--- src/rtl/seg_msg_pkg.sv ---
// Shared types and message content for the Battleship status scanner.
// The glyph symbols, message ids and the per-digit message table live here.
package seg_msg_pkg;

    typedef enum logic [4:0] {
        G_BLANK,
        G_P,
        G_1,
        G_2,
        G_S,
        G_E,
        G_C,
        G_A,
        G_L,
        G_N,
        G_R,
        G_U,
        G_T,
        G_APOS,
        G_H,
        G_B,
        G_I
    } glyph_t;

    typedef enum logic [2:0] {
        IDLE     = 3'd0,
        P1_PLACE = 3'd1,
        P2_PLACE = 3'd2,
        P1_FIRE  = 3'd3,
        P2_FIRE  = 3'd4
    } msg_id_t;

    localparam int unsigned MSG_DIGITS = 8;
    localparam logic [7:0] GLYPH_BLANK = 8'hFF;

    // Indexed [msg_id][digit]; digit 0 is the rightmost character.
    localparam glyph_t MSG_TABLE [5][MSG_DIGITS] = '{
        '{G_P, G_I, G_H, G_S, G_B, G_BLANK, G_BLANK, G_BLANK},  // "   BSHIP"
        '{G_S, G_E, G_C, G_A, G_L, G_P,     G_1,     G_P    },  // "P1PLACES"
        '{G_S, G_E, G_C, G_A, G_L, G_P,     G_2,     G_P    },  // "P2PLACES"
        '{G_N, G_R, G_U, G_T, G_S, G_APOS,  G_1,     G_P    },  // "P1'STURN"
        '{G_N, G_R, G_U, G_T, G_S, G_APOS,  G_2,     G_P    }   // "P2'STURN"
    };

endpackage

--- src/rtl/seg_glyph_rom.sv ---
// Combinational glyph to 7-segment cathode pattern, {dp,g,f,e,d,c,b,a} active-low.
module seg_glyph_rom
    import seg_msg_pkg::*;
(
    input  glyph_t     glyph,
    output logic [7:0] code
);

    always_comb begin
        code = GLYPH_BLANK;
        case (glyph)
            G_P:     code = 8'h8C;
            G_1:     code = 8'hF9;
            G_2:     code = 8'hA4;
            G_S:     code = 8'h92;
            G_E:     code = 8'h86;
            G_C:     code = 8'hC6;
            G_A:     code = 8'h88;
            G_L:     code = 8'hC7;
            G_N:     code = 8'hAB;
            G_R:     code = 8'hAF;
            G_U:     code = 8'hE3;
            G_T:     code = 8'h87;
            G_APOS:  code = 8'hFD;
            G_H:     code = 8'h89;
            G_B:     code = 8'h83;
            G_I:     code = 8'hF9;
            default: code = GLYPH_BLANK;
        endcase
    end

endmodule

--- src/rtl/seg_msg_scanner.sv ---
// Self-timed multiplexed 7-segment message scanner: picks a status message from the
// game-phase flags, swaps it only at frame boundaries and blinks it after each change.
module seg_msg_scanner
    import seg_msg_pkg::*;
#(
    parameter int unsigned NUM_DIGITS   = 8,
    parameter int unsigned REFRESH_DIV  = 100000,
    parameter int unsigned BLINK_FRAMES = 64,
    parameter int unsigned BLINK_HALF   = 8
) (
    input  logic                  clk,
    input  logic                  rst_n,
    input  logic                  p1_place,
    input  logic                  p2_place,
    input  logic                  p1_fire,
    input  logic                  p2_fire,
    output logic [NUM_DIGITS-1:0] anode,
    output logic [7:0]            cathode,
    output logic                  frame_tick
);

    localparam int unsigned DIV_W   = (REFRESH_DIV > 1) ? $clog2(REFRESH_DIV) : 1;
    localparam int unsigned DIG_W   = (NUM_DIGITS > 1) ? $clog2(NUM_DIGITS) : 1;
    localparam int unsigned BLINK_W = (BLINK_FRAMES > 0) ? $clog2(BLINK_FRAMES + 1) : 1;

    logic [DIV_W-1:0]      div_cnt_q, div_cnt_d;
    logic [DIG_W-1:0]      dig_idx_q, dig_idx_d;
    msg_id_t               active_msg_q, active_msg_d;
    logic [BLINK_W-1:0]    blink_cnt_q, blink_cnt_d;
    logic [NUM_DIGITS-1:0] anode_q, anode_d;
    logic [7:0]            cathode_q, cathode_d;
    logic                  frame_tick_q, frame_tick_d;

    msg_id_t    req_msg;
    logic       div_last;
    logic       dig_last;
    logic       wrap;
    logic       blank;
    logic [4:0] dig_ext;
    logic [31:0] elapsed;
    glyph_t     glyph_sel;
    logic [7:0] glyph_code;

    always_comb begin
        req_msg = IDLE;
        if (p1_place) begin
            req_msg = P1_PLACE;
        end else if (p2_place) begin
            req_msg = P2_PLACE;
        end else if (p1_fire) begin
            req_msg = P1_FIRE;
        end else if (p2_fire) begin
            req_msg = P2_FIRE;
        end
    end

    always_comb begin
        div_last = (div_cnt_q == DIV_W'(REFRESH_DIV - 1));
        dig_last = (dig_idx_q == DIG_W'(NUM_DIGITS - 1));
        wrap     = div_last && dig_last;

        div_cnt_d = div_last ? '0 : div_cnt_q + DIV_W'(1);

        dig_idx_d = dig_idx_q;
        if (div_last) begin
            dig_idx_d = dig_last ? '0 : dig_idx_q + DIG_W'(1);
        end

        // Message and blink state move on the same edge that starts the new frame,
        // so every digit of that frame sees one consistent message.
        active_msg_d = active_msg_q;
        blink_cnt_d  = blink_cnt_q;
        if (wrap) begin
            active_msg_d = req_msg;
            if (req_msg != active_msg_q) begin
                blink_cnt_d = BLINK_W'(BLINK_FRAMES);
            end else if (blink_cnt_q != '0) begin
                blink_cnt_d = blink_cnt_q - BLINK_W'(1);
            end
        end

        frame_tick_d = wrap;
    end

    // Frames elapsed since the change; even half-periods are lit, odd ones dark.
    always_comb begin
        elapsed = 32'(BLINK_FRAMES) - 32'(blink_cnt_q);
        blank   = (blink_cnt_q != '0) && (((elapsed / 32'(BLINK_HALF)) % 32'd2) != 32'd0);
    end

    always_comb begin
        dig_ext   = 5'(dig_idx_q);
        glyph_sel = G_BLANK;
        if (dig_ext < 5'(MSG_DIGITS)) begin
            glyph_sel = MSG_TABLE[active_msg_q][dig_ext[2:0]];
        end
    end

    seg_glyph_rom u_glyph_rom (
        .glyph (glyph_sel),
        .code  (glyph_code)
    );

    always_comb begin
        anode_d   = ~(NUM_DIGITS'(1) << dig_idx_q);
        cathode_d = blank ? GLYPH_BLANK : glyph_code;
    end

    always_ff @(posedge clk or negedge rst_n) begin
        if (!rst_n) begin
            div_cnt_q    <= '0;
            dig_idx_q    <= '0;
            active_msg_q <= IDLE;
            blink_cnt_q  <= '0;
            anode_q      <= '1;
            cathode_q    <= GLYPH_BLANK;
            frame_tick_q <= 1'b0;
        end else begin
            div_cnt_q    <= div_cnt_d;
            dig_idx_q    <= dig_idx_d;
            active_msg_q <= active_msg_d;
            blink_cnt_q  <= blink_cnt_d;
            anode_q      <= anode_d;
            cathode_q    <= cathode_d;
            frame_tick_q <= frame_tick_d;
        end
    end

    assign anode      = anode_q;
    assign cathode    = cathode_q;
    assign frame_tick = frame_tick_q;

endmodule

--- config.mk ---
export PLATFORM = sky130hd
export DESIGN_NAME = seg_msg_scanner
export DESIGN_NICKNAME = d
export VERILOG_FILES = /design/src/rtl/seg_msg_pkg.sv /design/src/rtl/seg_glyph_rom.sv /design/src/rtl/seg_msg_scanner.sv
export SDC_FILE = /design/constraint.sdc
export NUM_CORES = 1
export LEC_CHECK = 0
export CELL_PAD_IN_SITES_DETAIL_PLACEMENT = 0
export CELL_PAD_IN_SITES_GLOBAL_PLACEMENT = 1
export CORE_MARGIN = 8
export CORE_UTILIZATION = 49
export CTS_BUF_LIST = sky130_fd_sc_hd__clkbuf_16
export DETAILED_ROUTE_END_ITERATION = 12
export PLACE_DENSITY_LB_ADDON = 0.15
export SETUP_SLACK_MARGIN = 0.05
export SLEW_MARGIN = 25
export SYNTH_ARGS = -nofsm -noshare
export SYNTH_HDL_FRONTEND = slang
export SYNTH_SLANG_ARGS = --single-unit
--- constraint.sdc ---
create_clock -name clk -period 5.1 [get_ports clk]
set_input_delay 0.765 -clock clk [delete_from_list [all_inputs] [get_ports clk]]
set_output_delay 0.765 -clock clk [all_outputs]
set_load 0.1 [all_outputs]
==> results.txt, run 1 <==
----------------------------------------------------
[Worst setup path]
  Kind of capture point of the worst setup path ... flop
  Cell family with most CP delay ... compound AO/OA/AOI/OAI gates
  R2R depth ... 11
  Count of buffer and inverter cells on the critical path ... 2
  Reg-to-reg slack, setup ... 2230 ps
  Maximum cell stage delay along the critical path ... 460 ps
  Cell with the largest stage delay on the worst path ... sky130_fd_sc_hd__o22ai_1
  Worst setup path category ... reg2reg
  Reg-to-reg critical path endpoint ... cathode[6]
  Startpoint of the worst-slack reg-to-reg timing path ... active_msg_q[1]
  CP required ... 5300 ps
  Maximum fanout count along the critical path ... 7
  CP cell instances ... inv_1 > ha_1 > nor2b_1 > o31ai_1 > o22ai_1 > inv_1 > ha_1 > and2_1 > a22oi_1 > a21boi_0 > o211ai_2
  Crit path arrival time ... 3070 ps
  Critical path launch point type ... flop

[Power and ir drop]
  Cell internal pwr ... 0.599 mW
  P_sw ... 0.140 mW
  Power density of the placed cells ... 242 nW/um^2
  Comb power frac ... 2.3%
  Power Total ... 0.739 mW
  Clk pwr share ... 48.2%
  Sequential Power Share ... 49.5%
  Static leakage power ... 1.36 nW
  Net switching fraction of the power ... 18.9%
  Worst voltage drop across the vdd grid ... 0.000144 V

[Final layout]
  Fin nets ... 306
  Share of the core filled with cells in the final layout ... 59.3%
  Fraction of final layout cells sized beyond drive strength 1 ... 14.1%
  Layout Area Growth over Synthesis ... 15.6%
  Layout Cells excl Fill ... 353
  Antenna Diode Count ... 0

[Synthesis]
  Fraction of synthesized cell area taken by the top area cell type ... 29.4%
  Post-synthesis cell count ... 261
  Cell type contributing the most total cell area after synthesis ... sky130_fd_sc_hd__dfrtp_1
  Synth top cells by count ... sky130_fd_sc_hd__dfrtp_1, sky130_fd_sc_hd__nand2_1, sky130_fd_sc_hd__nor2_1
  Synth Area per Inst ... 10.1 sq um
  Share of the yosys chip area belonging to registers ... 44.4%
  Netlist area before placement ... 2640 sq um
  Most repeated cell in the gate-level netlist after synthesis ... sky130_fd_sc_hd__dfrtp_1
  Synth warn ... 0
  Post-synth EDFFs ... 0
  Top FF cell, synth ... sky130_fd_sc_hd__dfrtp_1
  Ranking of synthesized cells by area ... sky130_fd_sc_hd__dfrtp_1, sky130_fd_sc_hd__dfstp_2, sky130_fd_sc_hd__ha_1
  Proportion of register bits with asynchronous set or reset after synthesis ... 100%
  Synth Net Count ... 285
  Library cells used by synthesis ... 60
  Synth Register Bits ... 46

[Clock tree]
  Buffer type at the clock tree root ... sky130_fd_sc_hd__clkbuf_16
  Hold buffer count at CTS ... 0
  Clk_lat worst skew ... 280 ps
  Post-CTS Setup Bufs ... 0
  Number of buffers created by CTS ... 5
  Clock tree from TritonCTS ... done
  Quantity of gates resized following cts ... 0
  Number of clock sinks seen by CTS ... 46
  Clk buf depth ... 2
  Clock H-tree levels ... 2
  Clock Pin Slew Worst Setup and Hold Paths ... 60 ps

[STA]
  Final setup violation count ... 0
  Worst max-slew margin expressed relative to the limit ... 34.5%
  Clock period minus worst slack ... 2870 ps
  Hold Slack ... 464 ps
  Setup repair after global routing missed its margin ... no
  Clock skew after layout ... 7.09 ps
  Achievable Freq ... 348 MHz
  Pin slew with the least headroom to its limit ... 979 ps
  Max-slew violations ... 0
  Setup TNS ... 0 ps
  Endpoints failing hold ... 0
  Final cycle utilization of the critical path ... 56.3%

[Global route]
  Maximum number of pins on one net before global-route repair ... 47
  Overall Global Routing Usage ... 13.4%
  Initial antenna violation count ... 0
  Vias in the first global route ... 1847
  Remaining Overflow, GRT ... 0
  Wire length of the first global-routing pass ... 8.44 mm

[Detailed routing]
  Routed wire length ... 4.81 mm
  Pre-Repair DR Iteration Count ... 4
  # DRC ... 0
  ANT nets after route ... 0
  DR WL met2 ... 2.26 mm
  Per-cell routed wire length ... 13.6 um
  DR iter-0 viols ... 54
  Wl on met1 ... 2.31 mm
  Highest signal layer in the routed design ... met4
  Met3 wirelength from detailed routing ... 172 um
  Vias per std cell ... 5.22
  Vias after detailed routing ... 1843

[Floorplanning]
  DIE WIDTH ... 89.4 um
  Starting density of the core ... 51.3%
  Standard-cell rows ... 26
  # IOs ... 23
  Die height ... 89.4 um
  Core Footprint ... 5140 sq um
  Area enclosed by the die boundary ... 7990 sq um

[Worst hold path]
  Worst Hold Class ... reg2reg
  Startpoint of the worst hold path ... div_cnt_q[4]
  Hold EP ... div_cnt_q[4]
  WHS Path Cells ... 1

[Placed design]
  HPWL Detailed ... 3.51 mm
  Placed Cells ... 345
  Final weighted congestion of routability-driven global placement ... 0.762
  Number of buffers inserted by port buffering ... 21

[Run]
  # Max-Cap Violations ... 0

[Outcome]
  Result of the run ... completed

----------------------------------------------------
## worst reg2reg max path, stage by stage, from the launching register on
cell and delay, ps:
sky130_fd_sc_hd__dfrtp_1 440, sky130_fd_sc_hd__inv_1 80, sky130_fd_sc_hd__ha_1 320, sky130_fd_sc_hd__nor2b_1 190, sky130_fd_sc_hd__o31ai_1 90, sky130_fd_sc_hd__o22ai_1 460
sky130_fd_sc_hd__inv_1 170, sky130_fd_sc_hd__ha_1 280, sky130_fd_sc_hd__and2_1 170, sky130_fd_sc_hd__a22oi_1 180, sky130_fd_sc_hd__a21boi_0 300, sky130_fd_sc_hd__o211ai_2 100
## stage by stage
stage	worst slack (ps)	cell area, sq um
2_1_floorplan	2640	2640
3_3_place_gp	2260	2880
3_5_place_dp	2180	2880
4_1_cts	2160	3050
5_1_grt	1860	3050
6_report	2230	3050
## worst max path at each step
stage,cells past startpoint,end,slack [ps],start
after floorplan,11,cathode[6],2640,active_msg_q[1]
after global routing,11,cathode[6],1860,active_msg_q[1]
after global placement,11,cathode[6],2260,active_msg_q[1]
after CTS,11,cathode[6],2160,active_msg_q[1]
after detailed placement,11,cathode[6],2180,active_msg_q[1]
final,11,cathode[6],2230,active_msg_q[1]
## routing by layer
| layer | up-vias | global-route usage [%] |
|---|---|---|
| li1 | 945 | - |
| met1 | 866 | 16.9 |
| met2 | 27 | 22.3 |
| met3 | 5 | 2.39 |
| met4 | 0 | 4.53 |
| met5 | - | 0 |
## power by group through the flow
stage	registers, mW	clock network [mW]	logic [mW]
6_report	0.366	0.356	0.0173
5_1_grt	0.365	0.380	0.0195
3_3_place_gp	0.372	0	0.0177
3_5_place_dp	0.372	0	0.0177
4_1_cts	0.365	0.370	0.0177
2_1_floorplan	0.372	0	0.00632
## logic make-up after synthesis
group / after synthesis / share of synthesized area (%)
AO/OA/AOI/OAI: 54 / 14.2
flip-flops: 46 / 44.4
XOR/XNOR: 17 / 5.65
multiplexers: 5 / 1.95
AND/OR/NAND/NOR: 95 / 20.5
adder cells (fa/ha/maj): 18 / 8.54
buffers and inverters: 25 / 4.65
other: 1 / 0.142
## sequential cells by signal, indices dropped and copies added (netlist names)
name,cells
blink_cnt_q,7
dig_idx_q,3
anode,8
cathode,7
active_msg_q,3
div_cnt_q,17
frame_tick,1
## placed cells by master (no fill, tap or decap), types with 6 or more instances in the layout
cell / instances
sky130_fd_sc_hd__inv_1: 17
sky130_fd_sc_hd__nand2_1: 21
sky130_fd_sc_hd__xnor2_1: 10
sky130_fd_sc_hd__clkdlybuf4s50_1: 20
sky130_fd_sc_hd__nor2_1: 19
sky130_fd_sc_hd__o21ai_0: 12
sky130_fd_sc_hd__nand3_1: 9
sky130_fd_sc_hd__ha_1: 18
sky130_fd_sc_hd__nand2b_1: 7
sky130_fd_sc_hd__nor3_1: 7
sky130_fd_sc_hd__a21oi_1: 11
sky130_fd_sc_hd__dfrtp_1: 31
sky130_fd_sc_hd__dfstp_2: 15
sky130_fd_sc_hd__xor2_1: 7
sky130_fd_sc_hd__o31ai_1: 6
sky130_fd_sc_hd__nor2b_1: 6
## layout make-up
type	instances	area [sq um]
fill	501	2090
multi-input combinational	190	1350
tap	70	87.6
sequential	46	1170
clock inverter	3	41.3
timing repair buffer	22	215
inverter	17	63.8
clock buffer	5	125
No activity file was read; power rests on OpenSTA's default activity.
==> run 2: changes to the inputs <==
--- a/config.mk
+++ b/config.mk
@@ -8,7 +8,7 @@
 export CELL_PAD_IN_SITES_DETAIL_PLACEMENT = 0
 export CELL_PAD_IN_SITES_GLOBAL_PLACEMENT = 1
 export CORE_MARGIN = 8
-export CORE_UTILIZATION = 49
+export CORE_UTILIZATION = 45
 export CTS_BUF_LIST = sky130_fd_sc_hd__clkbuf_16
 export DETAILED_ROUTE_END_ITERATION = 12
 export PLACE_DENSITY_LB_ADDON = 0.15
==> constraint.sdc (replaced) <==
create_clock -name clk -period 2.82 [get_ports clk]
set_input_delay 0.423 -clock clk [delete_from_list [all_inputs] [get_ports clk]]
set_output_delay 0.423 -clock clk [all_outputs]
set_load 0.1 [all_outputs]
==> run 2 against run 1 <==
Via count rose by 3.5%. Final cell count rose by 2.8%. Worst hold slack got worse by 330 ps. Sequential power rose by 81%. Critical endpoint unchanged. Largest cell class unchanged.
==> results.txt, run 2 (same netlist as run 1, synthesis figures left out) <==
----------------------------------------------------
[Global route]
  M1 GR Usage ... 16.1%
  Initial antenna violation count ... 0
  Vias in the first global route ... 1964
  Overall Global Routing Usage ... 13.1%
  Maximum number of pins on one net before global-route repair ... 47
  Wire length of the first global-routing pass ... 9.10 mm
  Grt peak-use layer ... met2
  Remaining Overflow, GRT ... 0
  GR Layer Usage met3 ... 4.21%
  GRT met2 Usage ... 21.2%

[Worst setup path]
  Crit path arrival time ... 2780 ps
  Reg-to-reg critical path endpoint ... cathode[6]
  R2R depth ... 11
  Critical path launch point type ... flop
  Kind of capture point of the worst setup path ... flop
  CP cell instances ... inv_1 > ha_1 > nor2b_1 > o31ai_1 > o21ai_2 > inv_1 > ha_1 > and2_1 > a22oi_1 > a21boi_0 > o211ai_2
  Maximum fanout count along the critical path ... 7
  Count of buffer and inverter cells on the critical path ... 2
  Worst setup path category ... reg2reg
  Cell with the largest stage delay on the worst path ... sky130_fd_sc_hd__dfrtp_2
  Cell family with most CP delay ... compound AO/OA/AOI/OAI gates
  CP required ... 3020 ps
  Startpoint of the worst-slack reg-to-reg timing path ... active_msg_q[1]
  Reg-to-reg slack, setup ... 250 ps
  Maximum cell stage delay along the critical path ... 440 ps

[Clock tree]
  Clk buf depth ... 2
  Quantity of gates resized following cts ... 0
  Clk_lat worst skew ... 290 ps
  Hold buffer count at CTS ... 0
  Buffer type at the clock tree root ... sky130_fd_sc_hd__clkbuf_16
  Post-CTS Setup Bufs ... 0
  Clock tree from TritonCTS ... done
  Number of buffers created by CTS ... 5
  Clock Pin Slew Worst Setup and Hold Paths ... 70 ps
  Clock H-tree levels ... 2
  Number of clock sinks seen by CTS ... 46

[Detailed routing]
  ANT nets after route ... 0
  Vias per std cell ... 5.26
  # DRC ... 0
  DR iter-0 viols ... 46
  Routed wire length ... 5.03 mm
  Per-cell routed wire length ... 13.8 um
  Pre-Repair DR Iteration Count ... 4
  Vias after detailed routing ... 1908

[Worst hold path]
  Worst Hold Class ... in2async

[Final layout]
  Leading cell type in the layout, fill and taps excluded ... sky130_fd_sc_hd__dfrtp_1
  Fraction of final layout cells sized beyond drive strength 1 ... 22.6%
  Footprint of the multi-input gates ... 1360 sq um
  Antenna Diode Count ... 0
  Number of flip-flops in the largest register ... 17
  Area of all placed cells without fillers ... 3040 sq um
  Filler cell count ... 576
  Fin nets ... 311
  Share of the core filled with cells in the final layout ... 52.6%
  Layout Area Growth over Synthesis ... 15.4%
  Register with the most flip-flops ... div_cnt_q
  Commonest cells after routing, fill and taps aside ... sky130_fd_sc_hd__dfrtp_1, sky130_fd_sc_hd__buf_4, sky130_fd_sc_hd__nand2_1
  Sequential cell area ... 1170 sq um

[Power and ir drop]
  Power density of the placed cells ... 417 nW/um^2
  Worst voltage drop across the vdd grid ... 0.000227 V
  Static leakage power ... 1.38 nW

[STA]
  Max-slew violations ... 0
  Setup repair after global routing missed its margin ... no
  Worst max-slew margin expressed relative to the limit ... 60.8%
  Final worst-path setup slack ... 246 ps
  Final cycle utilization of the critical path ... 91.3%
  Final setup violation count ... 0
  Endpoints failing hold ... 0
  Achievable Freq ... 388 MHz
  Clock skew after layout ... 7.68 ps
  Clock period minus worst slack ... 2570 ps
  Pin slew with the least headroom to its limit ... 588 ps
  Setup TNS ... 0 ps

[Floorplanning]
  Standard-cell rows ... 28
  Starting density of the core ... 45.6%
  Area enclosed by the die boundary ... 8570 sq um
  # IOs ... 23
  Core Footprint ... 5780 sq um
  DIE WIDTH ... 92.6 um
  Die height ... 92.6 um

[Placed design]
  Worst setup slack before clock tree synthesis ... 105 ps
  Number of buffers inserted by port buffering ... 21
  HPWL Detailed ... 3.66 mm
  Final weighted congestion of routability-driven global placement ... 0.796
  Area after DPL ... 2880 sq um

[Outcome]
  Result of the run ... completed

[Run]
  # Max-Cap Violations ... 0

----------------------------------------------------
run 2: final cells by class:
class | instances | share of cell area [%]
multi-input combinational | 190 | 44.5
clock buffer | 5 | 4.11
inverter | 17 | 2.10
sequential | 46 | 38.5
clock inverter | 3 | 0.699
tap | 75 | 3.08
timing repair buffer | 27 | 6.99
run 2: worst max path at each step:
stage | cells past startpoint | endpoint | slack (ps) | start
6_report | 11 | cathode[6] | 250 | active_msg_q[1]
5_1_grt | 12 | cathode[2] | 50 | active_msg_q[1]
4_1_cts | 11 | cathode[6] | 90 | active_msg_q[1]
3_5_place_dp | 11 | cathode[6] | 100 | active_msg_q[1]
3_3_place_gp | 11 | cathode[6] | 250 | active_msg_q[1]
2_1_floorplan | 11 | cathode[6] | 360 | active_msg_q[1]
run 2: power by group:
part / internal (mW) / switching, mW / leakage (nW)
Clock: 0.328 / 0.247 / 0.0698
Combinational: 0.00789 / 0.0235 / 0.759
Sequential: 0.661 / 0 / 0.555
Total: 0.997 / 0.271 / 1.38
run 2: through the flow:
stage	total power [mW]	std cells	hold slack [ps]
final	1.27	363	131
after global routing	1.32	363	180
after CTS	1.29	363	340
after detailed placement	0.705	355	459
after global placement	0.705	355	456
after floorplan	0.684	261	127
run 2: per-layer routing:
metal | share of wire [%] | wire length (um)
met1 | 47 | 2360
met2 | 47 | 2370
met3 | 4.6 | 233
met4 | 1.4 | 68
met5 | 0 | 0
